## src/rtl/blk_ctrl_responder.sv

```systemverilog
// Block-side control endpoint: accepts core cmd, sequences enable/flush,
// tracks in-flight ops so a flush completes only once the block drains.
module blk_ctrl_responder #(
    parameter int INFL_W   = 3,
    parameter int FLUSH_TO = 15,
    parameter int EPOCH_W  = 2
) (
    input  logic               clk,
    input  logic               rst,
    input  logic               cmd_valid,
    input  logic [2:0]         cmd_op,
    output logic               cmd_ready,
    output logic               st_ack,
    output logic               st_err,
    output logic [2:0]         st_state,
    output logic               st_busy,
    output logic               st_timeout,
    output logic [EPOCH_W-1:0] st_epoch,
    output logic               blk_en,
    output logic               blk_flush,
    input  logic               op_issue,
    input  logic               op_retire
);

    localparam logic [2:0] S_IDLE  = 3'd0;
    localparam logic [2:0] S_RUN   = 3'd1;
    localparam logic [2:0] S_STALL = 3'd2;
    localparam logic [2:0] S_FLUSH = 3'd3;
    localparam logic [2:0] S_DONE  = 3'd4;

    localparam logic [2:0] OP_NOP    = 3'd0;
    localparam logic [2:0] OP_START  = 3'd1;
    localparam logic [2:0] OP_STALL  = 3'd2;
    localparam logic [2:0] OP_RESUME = 3'd3;
    localparam logic [2:0] OP_FLUSH  = 3'd4;
    localparam logic [2:0] OP_KILL   = 3'd5;

    localparam logic [INFL_W-1:0]  INFL_MAX  = '1;
    localparam logic [INFL_W-1:0]  INFL_ONE  = 1;
    localparam logic [EPOCH_W-1:0] EPOCH_ONE = 1;
    localparam logic [7:0]         TO_LAST   = 8'(FLUSH_TO - 1);

    logic [2:0]         r_state;
    logic [INFL_W-1:0]  r_infl;
    logic [7:0]         r_timer;
    logic [EPOCH_W-1:0] r_epoch;
    logic               r_timeout;
    logic               r_ack;
    logic               r_err;

    logic               w_accept;
    logic               w_issue;
    logic               w_inc;
    logic               w_dec;
    logic               w_clamp;
    logic [INFL_W-1:0]  w_infl_upd;
    logic               w_legal;
    logic [2:0]         w_nxt;

    assign cmd_ready  = (r_state != S_FLUSH);
    assign w_accept   = cmd_valid & cmd_ready;
    assign w_issue    = op_issue & (r_state == S_RUN);
    assign w_inc      = w_issue & ~op_retire;
    assign w_dec      = op_retire & ~w_issue;

    // In-flight update with saturation; a clamped step is a protocol violation.
    always_comb begin
        w_infl_upd = r_infl;
        w_clamp    = 1'b0;
        if (w_inc) begin
            if (r_infl == INFL_MAX) w_clamp = 1'b1;
            else w_infl_upd = r_infl + INFL_ONE;
        end else if (w_dec) begin
            if (r_infl == '0) w_clamp = 1'b1;
            else w_infl_upd = r_infl - INFL_ONE;
        end
    end

    // Command legality and target state for the current state.
    always_comb begin
        w_legal = 1'b0;
        w_nxt   = r_state;
        case (cmd_op)
            OP_NOP: w_legal = 1'b1;
            OP_START: begin
                if (r_state == S_IDLE || r_state == S_DONE) begin
                    w_legal = 1'b1;
                    w_nxt   = S_RUN;
                end
            end
            OP_STALL: begin
                if (r_state == S_RUN || r_state == S_STALL) begin
                    w_legal = 1'b1;
                    w_nxt   = S_STALL;
                end
            end
            OP_RESUME: begin
                if (r_state == S_STALL) begin
                    w_legal = 1'b1;
                    w_nxt   = S_RUN;
                end
            end
            OP_FLUSH: begin
                w_legal = 1'b1;
                w_nxt   = S_FLUSH;
            end
            OP_KILL: begin
                w_legal = 1'b1;
                w_nxt   = S_IDLE;
            end
            default: w_legal = 1'b0;
        endcase
    end

    // State, counters, flush sequencing and registered status.
    always_ff @(posedge clk) begin
        if (rst) begin
            r_state   <= S_IDLE;
            r_infl    <= '0;
            r_timer   <= '0;
            r_epoch   <= '0;
            r_timeout <= 1'b0;
            r_ack     <= 1'b0;
            r_err     <= 1'b0;
        end else begin
            r_ack  <= w_accept;
            r_err  <= w_clamp | (w_accept & ~w_legal);
            r_infl <= w_infl_upd;
            if (r_state == S_FLUSH) begin
                if (w_infl_upd == '0) begin
                    r_state <= S_DONE;
                    r_epoch <= r_epoch + EPOCH_ONE;
                end else if (r_timer == TO_LAST) begin
                    r_state   <= S_DONE;
                    r_epoch   <= r_epoch + EPOCH_ONE;
                    r_timeout <= 1'b1;
                    r_infl    <= '0;
                end else begin
                    r_timer <= r_timer + 8'd1;
                end
            end else if (w_accept & w_legal) begin
                r_state <= w_nxt;
                if (cmd_op == OP_START) r_timeout <= 1'b0;
                if (cmd_op == OP_FLUSH) r_timer <= '0;
                if (cmd_op == OP_KILL) begin
                    r_infl  <= '0;
                    r_epoch <= r_epoch + EPOCH_ONE;
                end
            end
        end
    end

    assign st_ack     = r_ack;
    assign st_err     = r_err;
    assign st_state   = r_state;
    assign st_busy    = (r_infl != '0);
    assign st_timeout = r_timeout;
    assign st_epoch   = r_epoch;
    assign blk_en     = (r_state == S_RUN);
    assign blk_flush  = (r_state == S_FLUSH);

endmodule

```

## config.mk

```make
export PLATFORM = sky130hd
export DESIGN_NAME = blk_ctrl_responder
export DESIGN_NICKNAME = d
export VERILOG_FILES = /design/src/rtl/blk_ctrl_responder.sv
export SDC_FILE = /design/constraint.sdc
export NUM_CORES = 1
export LEC_CHECK = 0
export ABC_AREA = 1
export BUFFER_PORTS_ARGS = -buffer_cell sky130_fd_sc_hd__buf_2
export CAP_MARGIN = 0
export CORE_UTILIZATION = 26
export CTS_BUF_LIST = sky130_fd_sc_hd__clkbuf_4
export DETAILED_ROUTE_END_ITERATION = 16
export PLACE_DENSITY_LB_ADDON = 0.05
export SLEW_MARGIN = 5
export SYNTH_ARGS = -nofsm -noshare
export SYNTH_HDL_FRONTEND = slang
export SYNTH_SLANG_ARGS = --single-unit
```

## constraint.sdc

```tcl
create_clock -name clk -period 1.6 [get_ports clk]
set_clock_uncertainty 0.05 [all_clocks]
set_input_delay 0.32 -clock clk [delete_from_list [all_inputs] [get_ports clk]]
set_output_delay 0.32 -clock clk [all_outputs]
set_load 0.01 [all_outputs]
```

==> results.ini, run 1 <==
[global_routing]
grt_use_total_pct = 15.8
antenna_found_initial = 0
grt_pass1_wl_um = 6470
grt_pass1_vias = 1487
overflow = 0
grt_max_degree = 15

[worst_setup_path]
crit_arrival_ps = 1980
r2r_start = r_infl[0]$_SDFF_PP0_
endpoint_kind = register
worstPathMaxFanout = 5
rrSetupSlack_ps = -200
path_delay_family = simple AND/OR/NAND/NOR gates
critPathBufInv = 3
rr_endpoint = r_timer[0]$_SDFFE_PP0P_
cp_common_cell = nand2_2
path_cells = inv_4, ha_4, inv_2, nand2_2, nand2_2, nand3_2, nand2_2, a21oi_4, nand4_4, buf_6, nand3_2, nand2_1, nor2_1
slowest_delay_ps = 370
ff2ff_path_depth = 13
setup.worst_path.class = reg2reg
critPathLaunchType = register
crit_path_top_delay_cell = dfxtp_2
cp.required_ps = 1790

[die]
placementRows = 25
dieArea_mm2 = 0.00528
initial_core_util_pct = 27.3
core_area_mm2 = 0.00475
die_h_um = 72.6
ios = 20
die-width_um = 72.6

[job]
cap_violations = 0

[min_path]
hold_class = in2reg
hold_depth = 3
worstHoldStart = cmd_valid
min_to = st_ack$_SDFF_PP0_

[cts]
cts_root_buf = clkbuf_4
clock_sinks = 19
clkTransAtPathRegs_ps = 110
clockBufferDepth = 2
postCtsHoldBufs = 0
cts_buffers = 3
clk_latency_ps = 290
cts.htree.levels = 1
cts_tree = built

[yosys]
synth_most_common_cell = nand2_1
synth_area_mm2 = 0.00130
synth.avg_cell_area_um2 = 6.76
synth_edf_count = 0
synth_largest_area_cell = dfxtp_1
synthTopCellsByCount = 46 x nand2_1, 27 x nor2_1, 19 x dfxtp_1, 19 x inv_1, 19 x nand3_1
ys_warn_count = 0
synth_seq_area_share_pct = 29.3
netlist_instances = 192
synthFlopType = dfxtp_1
async_reset_ff_share_pct = 0
postSynthNetCount = 205
ys_top_cells_by_area = dfxtp_1 29%, nand2_1 13%, nor2_1 7.8%
synth_seq_cells = 19
synth_top_area_share_pct = 29.3
yosysUniqueCellTypes = 30

[timing]
max_freq_ghz = 0.556
period_needed_ps = 1800
rsz0062_at_grt = yes
maxSlewViolCount = 0
setup_ws_ps = -198
timing_worst_slew_pin_value_ps = 423
hold_violations = 0
max_slew_margin_pct = 71.7
setup_violations = 19
fin_crit_sh_pct = 112

[drt]
drt-initial-drc-count = 65
antenna_left = 0
viasPerCell = 4.48
vias = 1482
dr.pass1.iters = 4
drc_errors = 0
wl_um = 3980
drt-wirelength-per-cell_um = 12.0

[layout]
syn2layout_area_growth_pct = 67.0
antennaDiodeCount = 0
drive_gt1_share_pct = 51.5
instances_no_fill = 331
layout.nets = 278
final_cell_area_mm2 = 0.00217

[status]
violations = setup timing
status = finished, violations left

[power_and_ir_drop]
p_per_area_mw_per_mm2 = 944
power.total_w = 0.00205
leakage_nw = 0.959
peakVddDrop_uv = 304

[placed_design]
dp_hpwl_um = 2890
portBuffers = 19
gpl.final_weighted_congestion = 0.839
dpl_cell_area_mm2 = 0.00178
dp.cells = 313

[layer usage]
layer,global-route usage [%],up-vias,part of all wire (%)
li1,-,773,-
met3,2.07,2,1.7
met5,0,-,0
met2,29.2,19,53
met4,4.58,0,0.53
met1,19.1,688,45
[stage by stage]
| step | hold WS [ps] | setup TNS [ps] | util (%) | worst slack (ps) |
|---|---|---|---|---|
| 5_1_grt | 227 | -4750 | 45.6 | -302 |
| 3_5_place_dp | 417 | -3480 | 37.5 | -256 |
| 6_report | 254 | -2650 | 45.6 | -198 |
| 4_1_cts | 232 | -2270 | 42.0 | -195 |
| 3_3_place_gp | 410 | -2770 | 37.5 | -218 |
| 2_1_floorplan | 339 | -1190 | - | -120 |
[layout make-up]
type                       instances  area (µm²)
inverter                          23        96.3
tap                               67        83.8
sequential                        19         392
timing repair buffer              69         549
multi-input combinational        149        1020
fill                             530        2590
clock buffer                       4        30.0
[kinds of logic (layout without fill, tap and decap cells)]
| family | Yosys count | after routing | synth area share (%) |
|---|---|---|---|
| xor gates and xnor gates | 8 | 8 | 5.40 |
| and+or+nand+nor | 112 | 113 | 41.9 |
| AOI/OAI and AO/OA | 23 | 23 | 11.1 |
| DFF | 19 | 19 | 29.3 |
| adders and majority gates | 5 | 5 | 4.82 |
| buffers and inverters | 25 | 96 | 7.43 |
[how the worst max path moves through the flow]
stage / start / endpoint / slack [ps] / depth (start not counted)
after floorplan: r_infl[1]$_SDFF_PP0_ / r_timer[0]$_SDFFE_PP0P_ / -120 / 13
after global placement: r_infl[0]$_SDFF_PP0_ / r_timer[0]$_SDFFE_PP0P_ / -220 / 13
after detailed placement: r_infl[0]$_SDFF_PP0_ / r_timer[0]$_SDFFE_PP0P_ / -260 / 13
after CTS: r_infl[1]$_SDFF_PP0_ / r_timer[5]$_SDFFE_PP0P_ / -200 / 12
after global routing: r_infl[0]$_SDFF_PP0_ / r_timer[0]$_SDFFE_PP0P_ / -300 / 13
final: r_infl[0]$_SDFF_PP0_ / r_timer[0]$_SDFFE_PP0P_ / -200 / 13
[placed cells by master, fill, tap and decap left out, types with 2 or more instances in the layout]
cell type,n
ha_4,2
ha_1,2
nor2_2,3
nor2_4,2
buf_6,13
buf_2,16
nand2_4,5
a21oi_2,4
dfxtp_2,3
o21ai_2,2
clkbuf_4,4
nor2_1,25
inv_1,14
dfxtp_1,14
inv_4,4
nand2_1,32
a21oi_1,9
nand3_2,9
inv_2,5
nand3_1,11
nand2_2,13
nand3_4,2
xnor2_1,2
buf_4,37
dfxtp_4,2
o31ai_1,2
xor2_1,6
nand4_1,7
buf_12,2
[flip-flops by register name, summed over array words and instances, names as in the netlist]
name / count
st_ack: 1
st_timeout: 1
st_state: 3
r_infl: 3
st_epoch: 2
st_err: 1
r_timer: 8
[repair_timing]
action,in CTS,in global routing
endpoints found under the setup margin,19,20
cloned,1,0
setup buffers,8,5
pin swaps,7,18
resized for setup,27,39
[where the power goes]
group	switching (W)	internal, W	total (W)
logic	0.000621	0.000619	0.00124
clock network	0.000149	0.000114	0.000263
registers	0.0000315	0.000512	0.000544
[worst reg2reg max path: cells and delay by family (launching register included)]
family | cells | cell delay (ps)
compound gates | 1 | 170
simple gates | 8 | 620
fa+ha+maj | 1 | 260
buf+inv | 3 | 280
flops | 1 | 370
Note: power is estimated with default switching activity, not from simulation.
==> run 2: changes to the inputs <==
--- a/config.mk
+++ b/config.mk
@@ -11,8 +11,11 @@
 export CORE_UTILIZATION = 26
 export CTS_BUF_LIST = sky130_fd_sc_hd__clkbuf_4
 export DETAILED_ROUTE_END_ITERATION = 16
+export GPL_TIMING_DRIVEN = 0
 export PLACE_DENSITY_LB_ADDON = 0.05
+export SKIP_LAST_GASP = 1
 export SLEW_MARGIN = 5
 export SYNTH_ARGS = -nofsm -noshare
 export SYNTH_HDL_FRONTEND = slang
 export SYNTH_SLANG_ARGS = --single-unit
+export TNS_END_PERCENT = 5
==> run 2 against run 1 <==
Against the previous run:
- the flow still finishes with violations (setup timing)
- final cell count is 11% lower
- wire length is 14% lower
- sequential share of layout area is 5.1 points higher
==> results.ini, run 2 (same netlist as run 1, synthesis figures left out) <==
[timing]
setup_ws_ps = -242  ; -44.7 ps
max_slew_margin_pct = 65.7  ; -5.9 points
setup_violations = 19  ; unchanged
hold_violations = 0  ; unchanged
timing.hold.ws_ps = 186  ; -68.4 ps
max_freq_ghz = 0.543  ; -2.4%
maxSlewViolCount = 0  ; unchanged
timing_worst_slew_pin_value_ps = 514  ; +90.9 ps
fin_crit_sh_pct = 115  ; +2.8 points
period_needed_ps = 1840  ; +44.7 ps
rsz0062_at_grt = yes

[drt]
dr.pass1.iters = 4  ; unchanged
drc_errors = 0  ; unchanged
vias = 1347  ; -9.1%
viasPerCell = 4.60  ; +2.7%
drt-initial-drc-count = 47  ; -28%
drt-wirelength-per-cell_um = 11.7  ; -2.8%
antenna_left = 0  ; unchanged
wl_um = 3420  ; -14%

[worst_setup_path]
critPathLaunchType = register
slowest_delay_ps = 390  ; +20 ps
worstPathMaxFanout = 5  ; unchanged
path_cells = inv_4, ha_4, inv_2, nand2_2, nand2_2, nand3_2, nand2_2, a21oi_4, nand4_4, buf_4, nand2_1, a21oi_1
r2r_start = r_infl[1]$_SDFF_PP0_
cp.required_ps = 1730  ; -60 ps
crit_path_top_delay_cell = dfxtp_4
cp_common_cell = nand2_2
ff2ff_path_depth = 12  ; -1
rr_endpoint = st_timeout$_SDFFE_PP0P_
endpoint_kind = register
crit_arrival_ps = 1970  ; about the same
rrSetupSlack_ps = -240  ; -40 ps
setup.worst_path.class = reg2reg

[cts]
cts_buffers = 3  ; unchanged
clk_latency_ps = 300  ; about the same
cts_root_buf = clkbuf_4
cts.htree.levels = 1  ; unchanged
clkTransAtPathRegs_ps = 120  ; about the same
cts_tree = built
clockBufferDepth = 2  ; unchanged
clock_sinks = 19  ; unchanged
postCtsHoldBufs = 0  ; unchanged

[die]
initial_core_util_pct = 27.3  ; unchanged
dieArea_mm2 = 0.00528  ; unchanged
die_h_um = 72.6  ; unchanged
core_area_mm2 = 0.00475  ; unchanged
ios = 20  ; unchanged
placementRows = 25  ; unchanged
die-width_um = 72.6  ; unchanged

[global_routing]
antenna_found_initial = 0  ; unchanged
grt_pass1_wl_um = 5520  ; -15%
grt_pass1_vias = 1207  ; -19%
grt_max_degree = 11  ; -4
overflow = 0  ; unchanged
grt_use_total_pct = 13.5  ; -2.3 points

[status]
status = finished, violations left
violations = setup timing

[power_and_ir_drop]
p_sw_share_pct = 40.1  ; +0.98 points
internal-power_w = 0.00106  ; -15%
p_switching_w = 0.000711  ; -11%
p_seq_share_pct = 30.9  ; +4.3 points
clockPowerShare_pct = 15.5  ; +2.6 points
p_per_area_mw_per_mm2 = 1040  ; +10%
peakVddDrop_uv = 386  ; +27%
combPwrFrac_pct = 53.6  ; -7.0 points
leakage_nw = 0.746  ; -22%

[min_path]
worstHoldStart = rst
min_to = r_timer[4]$_SDFFE_PP0P_
hold_depth = 2  ; -1
hold_class = in2reg

[layout]
layout.nets = 240  ; -14%
layout_common_cells = 41 x nand2_1, 27 x nor2_1, 19 x buf_2, 15 x inv_1
top_register = r_timer
final_common_cell = nand2_1
largest_reg_flops = 8  ; unchanged
antennaDiodeCount = 0  ; unchanged
n_fill_cell = 529  ; -0.19%
syn2layout_area_growth_pct = 31.1
drive_gt1_share_pct = 33.2  ; -18 points

[placed_design]
post-place-ws_ps = -438  ; -182 ps
gpl.final_weighted_congestion = 0.810  ; -3.5%
portBuffers = 19  ; unchanged
dp_hpwl_um = 2520  ; -13%

[job]
cap_violations = 0  ; unchanged

==> run 2: changes by cell type in the layout (fill, tap and decap cells not counted), sizes merged <==
cell    delta
buf       -39
clkbuf     +1
==> run 2: critical path, delay by kind of cell (launching register included) <==
family	cells	cell delay, ps
DFF	1	390
buffers and inverters	3	260
and+or+nand+nor	6	480
AOI/OAI and AO/OA	2	270
adders and majority gates	1	260
==> run 2: how the worst max path moves through the flow <==
stage          slack, ps                      from                 endpoint  cells past startpoint
3_5_place_dp        -440      r_infl[0]$_SDFF_PP0_  r_timer[1]$_SDFFE_PP0P_                     13
5_1_grt             -360      r_infl[1]$_SDFF_PP0_  r_timer[0]$_SDFFE_PP0P_                     13
4_1_cts             -240  st_state[2]$_SDFFE_PP0P_  r_timer[0]$_SDFFE_PP0P_                     11
3_3_place_gp        -410      r_infl[1]$_SDFF_PP0_  r_timer[1]$_SDFFE_PP0P_                     13
6_report            -240      r_infl[1]$_SDFF_PP0_  st_timeout$_SDFFE_PP0P_                     12
2_1_floorplan       -120      r_infl[1]$_SDFF_PP0_  r_timer[0]$_SDFFE_PP0P_                     13
==> run 2: final cells by class <==
type	instances	area [µm²]	area share [%]
multi-input cells	149	898	52.8
flip-flops and latches	19	394	23.2
repair buffers	29	190	11.2
inverters	23	93.8	5.51
well taps	67	83.8	4.93
clock buffers	4	30.0	1.76
plain buffers	2	11.3	0.662
==> run 2: layer usage <==
metal / GRT usage, % / up-vias / wire length [µm]
met4: 3.27 / 0 / 21
met1: 16.9 / 630 / 1600
met3: 2.90 / 2 / 106
met5: 0 / - / 0
met2: 23.7 / 20 / 1700
li1: - / 695 / -
==> run 2: power groups by stage <==
stage	Sequential [W]	Combinational (W)	Clock, W
2_1_floorplan	0.000553	0.000479	0
3_3_place_gp	0.000552	0.000642	0
3_5_place_dp	0.000553	0.000649	0
4_1_cts	0.000543	0.000865	0.000297
5_1_grt	0.000552	0.00104	0.000313
6_report	0.000547	0.000950	0.000274
==> run 2: stage by stage <==
step                instances  total power [W]  instance area, µm²  TNS, ps  utilization [%]
detailed placement        278          0.00120                1500    -6370             31.5
floorplan                 192          0.00103                1320    -1210                -
global route              293          0.00190                1700    -5910             35.8
global placement          278          0.00119                1500    -6020             31.5
finish                    293          0.00177                1700    -3370             35.8
CTS                       291          0.00170                1630    -3780             34.3
==> run 2: timing repair <==
item                       in CTS  in global routing
pin swaps                       4                 13
setup buffers                   9                  1
setup endpoints to repair      20                 19
hold endpoints to repair        0                  0
cloned                          0                  1
resized for setup               8                 18
==> run 3: changes to the inputs <==
--- a/config.mk
+++ b/config.mk
@@ -12,7 +12,7 @@
 export CTS_BUF_LIST = sky130_fd_sc_hd__clkbuf_4
 export DETAILED_ROUTE_END_ITERATION = 16
 export GPL_TIMING_DRIVEN = 0
-export PLACE_DENSITY_LB_ADDON = 0.05
+export PLACE_DENSITY_LB_ADDON = 0.08
 export SKIP_LAST_GASP = 1
 export SLEW_MARGIN = 5
 export SYNTH_ARGS = -nofsm -noshare
==> run 3 against run 2 <==
Against the previous run:
- the flow still finishes with violations (setup timing)
- total power shrank 0.83%
- register-to-register slack lost 40 ps
- non-clock buffer count is the same
- final cell count is the same
- via count is essentially flat
- flip-flop and latch count is the same
- die area is the same
- clock power is essentially flat
- critical path depth is the same
- combinational power shrank 1%
- highest routed layer unchanged
==> results.ini, run 3 (same netlist as run 1, synthesis figures left out) <==
[cts]
cts.htree.levels = 1  ; unchanged
clkTransAtPathRegs_ps = 120  ; about the same
clock_sinks = 19  ; unchanged
cts_root_buf = clkbuf_4
cts_tree = built
clockBufferDepth = 2  ; unchanged
cts_buffers = 3  ; unchanged
clk_latency_ps = 300  ; about the same
postCtsHoldBufs = 0  ; unchanged

[drt]
antenna_left = 0  ; unchanged
drt-initial-drc-count = 71  ; +51%
drt-wirelength-per-cell_um = 11.8  ; +1.2%
drc_errors = 0  ; unchanged
viasPerCell = 4.60  ; about the same
wl_um = 3470  ; +1.2%
dr.pass1.iters = 4  ; unchanged
vias = 1348  ; +0.074%

[layout]
final_cell_area_mm2 = 0.00170  ; +0.15%
antennaDiodeCount = 0  ; unchanged
largest_reg_flops = 8  ; unchanged
n_fill_cell = 526  ; -0.57%
final_common_cell = nand2_1
drive_gt1_share_pct = 34.1  ; +0.88 points
layout.nets = 240  ; unchanged
postLayoutCoreUtil_pct = 35.8  ; +0.053 points
layout_common_cells = 39 x nand2_1, 26 x nor2_1, 19 x buf_2, 16 x nand3_1, 15 x inv_1
top_register = r_timer
syn2layout_area_growth_pct = 31.3

[worst_setup_path]
path_cells = inv_4, ha_4, inv_2, nand2_1, nand2_1, nand3_2, nand2_2, a21oi_4, nand4_4, buf_12, nand3_1, a21oi_1
slowest_delay_ps = 400  ; about the same
cp.required_ps = 1730  ; about the same
path_delay_family = simple AND/OR/NAND/NOR gates
critPathLaunchType = register
setup.worst_path.class = reg2reg
cp_common_cell = nand2_1
critPathBufInv = 3  ; unchanged
worstPathMaxFanout = 7  ; +2
endpoint_kind = register
crit_path_top_delay_cell = dfxtp_4
crit_arrival_ps = 2010  ; +40 ps

[timing]
rsz0062_at_grt = yes
timing.hold.ws_ps = 195  ; +9.66 ps
max_freq_ghz = 0.532  ; -2.1%
timing_worst_slew_pin_value_ps = 525  ; +10.6 ps
timing.setup.tns_ps = -3910  ; -542 ps
maxSlewViolCount = 0  ; unchanged
setup_violations = 18  ; -1
fin_crit_sh_pct = 118  ; +2.4 points
period_needed_ps = 1880  ; +39.0 ps
hold_violations = 0  ; unchanged
setup_ws_ps = -281  ; -39.0 ps
max_slew_margin_pct = 65.0  ; -0.70 points

[placed_design]
portBuffers = 19  ; unchanged
dp_hpwl_um = 2530  ; +0.30%
dpl_cell_area_mm2 = 0.00150  ; unchanged
gpl.final_weighted_congestion = 0.807  ; -0.32%

[die]
placementRows = 25  ; unchanged
die-width_um = 72.6  ; unchanged
core_area_mm2 = 0.00475  ; unchanged
initial_core_util_pct = 27.3  ; unchanged
ios = 20  ; unchanged
die_h_um = 72.6  ; unchanged
dieArea_mm2 = 0.00528  ; unchanged

[global_routing]
antenna_found_initial = 0  ; unchanged
grt_max_degree = 11  ; unchanged
grt_use_total_pct = 13.7  ; +0.12 points
overflow = 0  ; unchanged
grt_pass1_vias = 1217  ; +0.83%
grt_pass1_wl_um = 5580  ; +1.0%

[job]
cap_violations = 0  ; unchanged

[status]
status = finished, violations left
violations = setup timing

[power_and_ir_drop]
leakage_nw = 0.739  ; -0.94%
peakVddDrop_uv = 332  ; -14%
p_per_area_mw_per_mm2 = 1030  ; -0.97%

[min_path]
hold_class = in2reg

-- run 3: worst paths after layout --
check	start	to	slack, ps	cells after the start
setup reg to reg	r_infl[1]$_SDFF_PP0_	r_timer[7]$_SDFFE_PP0P_	-280	12
hold reg to reg	st_timeout$_SDFFE_PP0P_	st_timeout$_SDFFE_PP0P_	420	2
hold / removal	rst	r_timer[4]$_SDFFE_PP0P_	200	2
setup / recovery	r_infl[1]$_SDFF_PP0_	r_timer[7]$_SDFFE_PP0P_	-280	12
-- run 3: cell type report --
cell class,instances,area (µm²),area share (%)
multi-input combinational,149,902,52.9
sequential,19,392,23.0
timing repair buffer,29,194,11.4
inverter,23,91.3,5.36
tap,67,83.8,4.92
clock buffer,4,30.0,1.76
buffer,2,11.3,0.661
-- run 3: repair_timing --
item,in CTS,in global routing
gates resized for setup,6,21
setup buffers,8,2
cloned,0,1
setup endpoints to repair,20,19
pin swaps,3,11
-- run 3: per-stage QoR --
| stage | total power (W) | std cells | setup WS (ps) |
|---|---|---|---|
| 2_1_floorplan | 0.00103 | 192 | -121 |
| 3_3_place_gp | 0.00120 | 278 | -399 |
| 3_5_place_dp | 0.00120 | 278 | -419 |
| 4_1_cts | 0.00167 | 290 | -267 |
| 5_1_grt | 0.00189 | 293 | -402 |
| 6_report | 0.00176 | 293 | -281 |
-- run 3: per-layer routing --
metal / global-route usage (%) / wire length [µm] / vias to the layer above
met5: 0 / 0 / -
met4: 3.92 / 30 / 0
met3: 1.80 / 97 / 4
met2: 23.9 / 1700 / 25
met1: 17.6 / 1640 / 623
li1: - / - / 696
-- run 3: report_power, final --
group          switching [W]  internal (W)
sequential         0.0000349      0.000512
combinational       0.000506      0.000431
clock               0.000158      0.000114
total               0.000699       0.00106
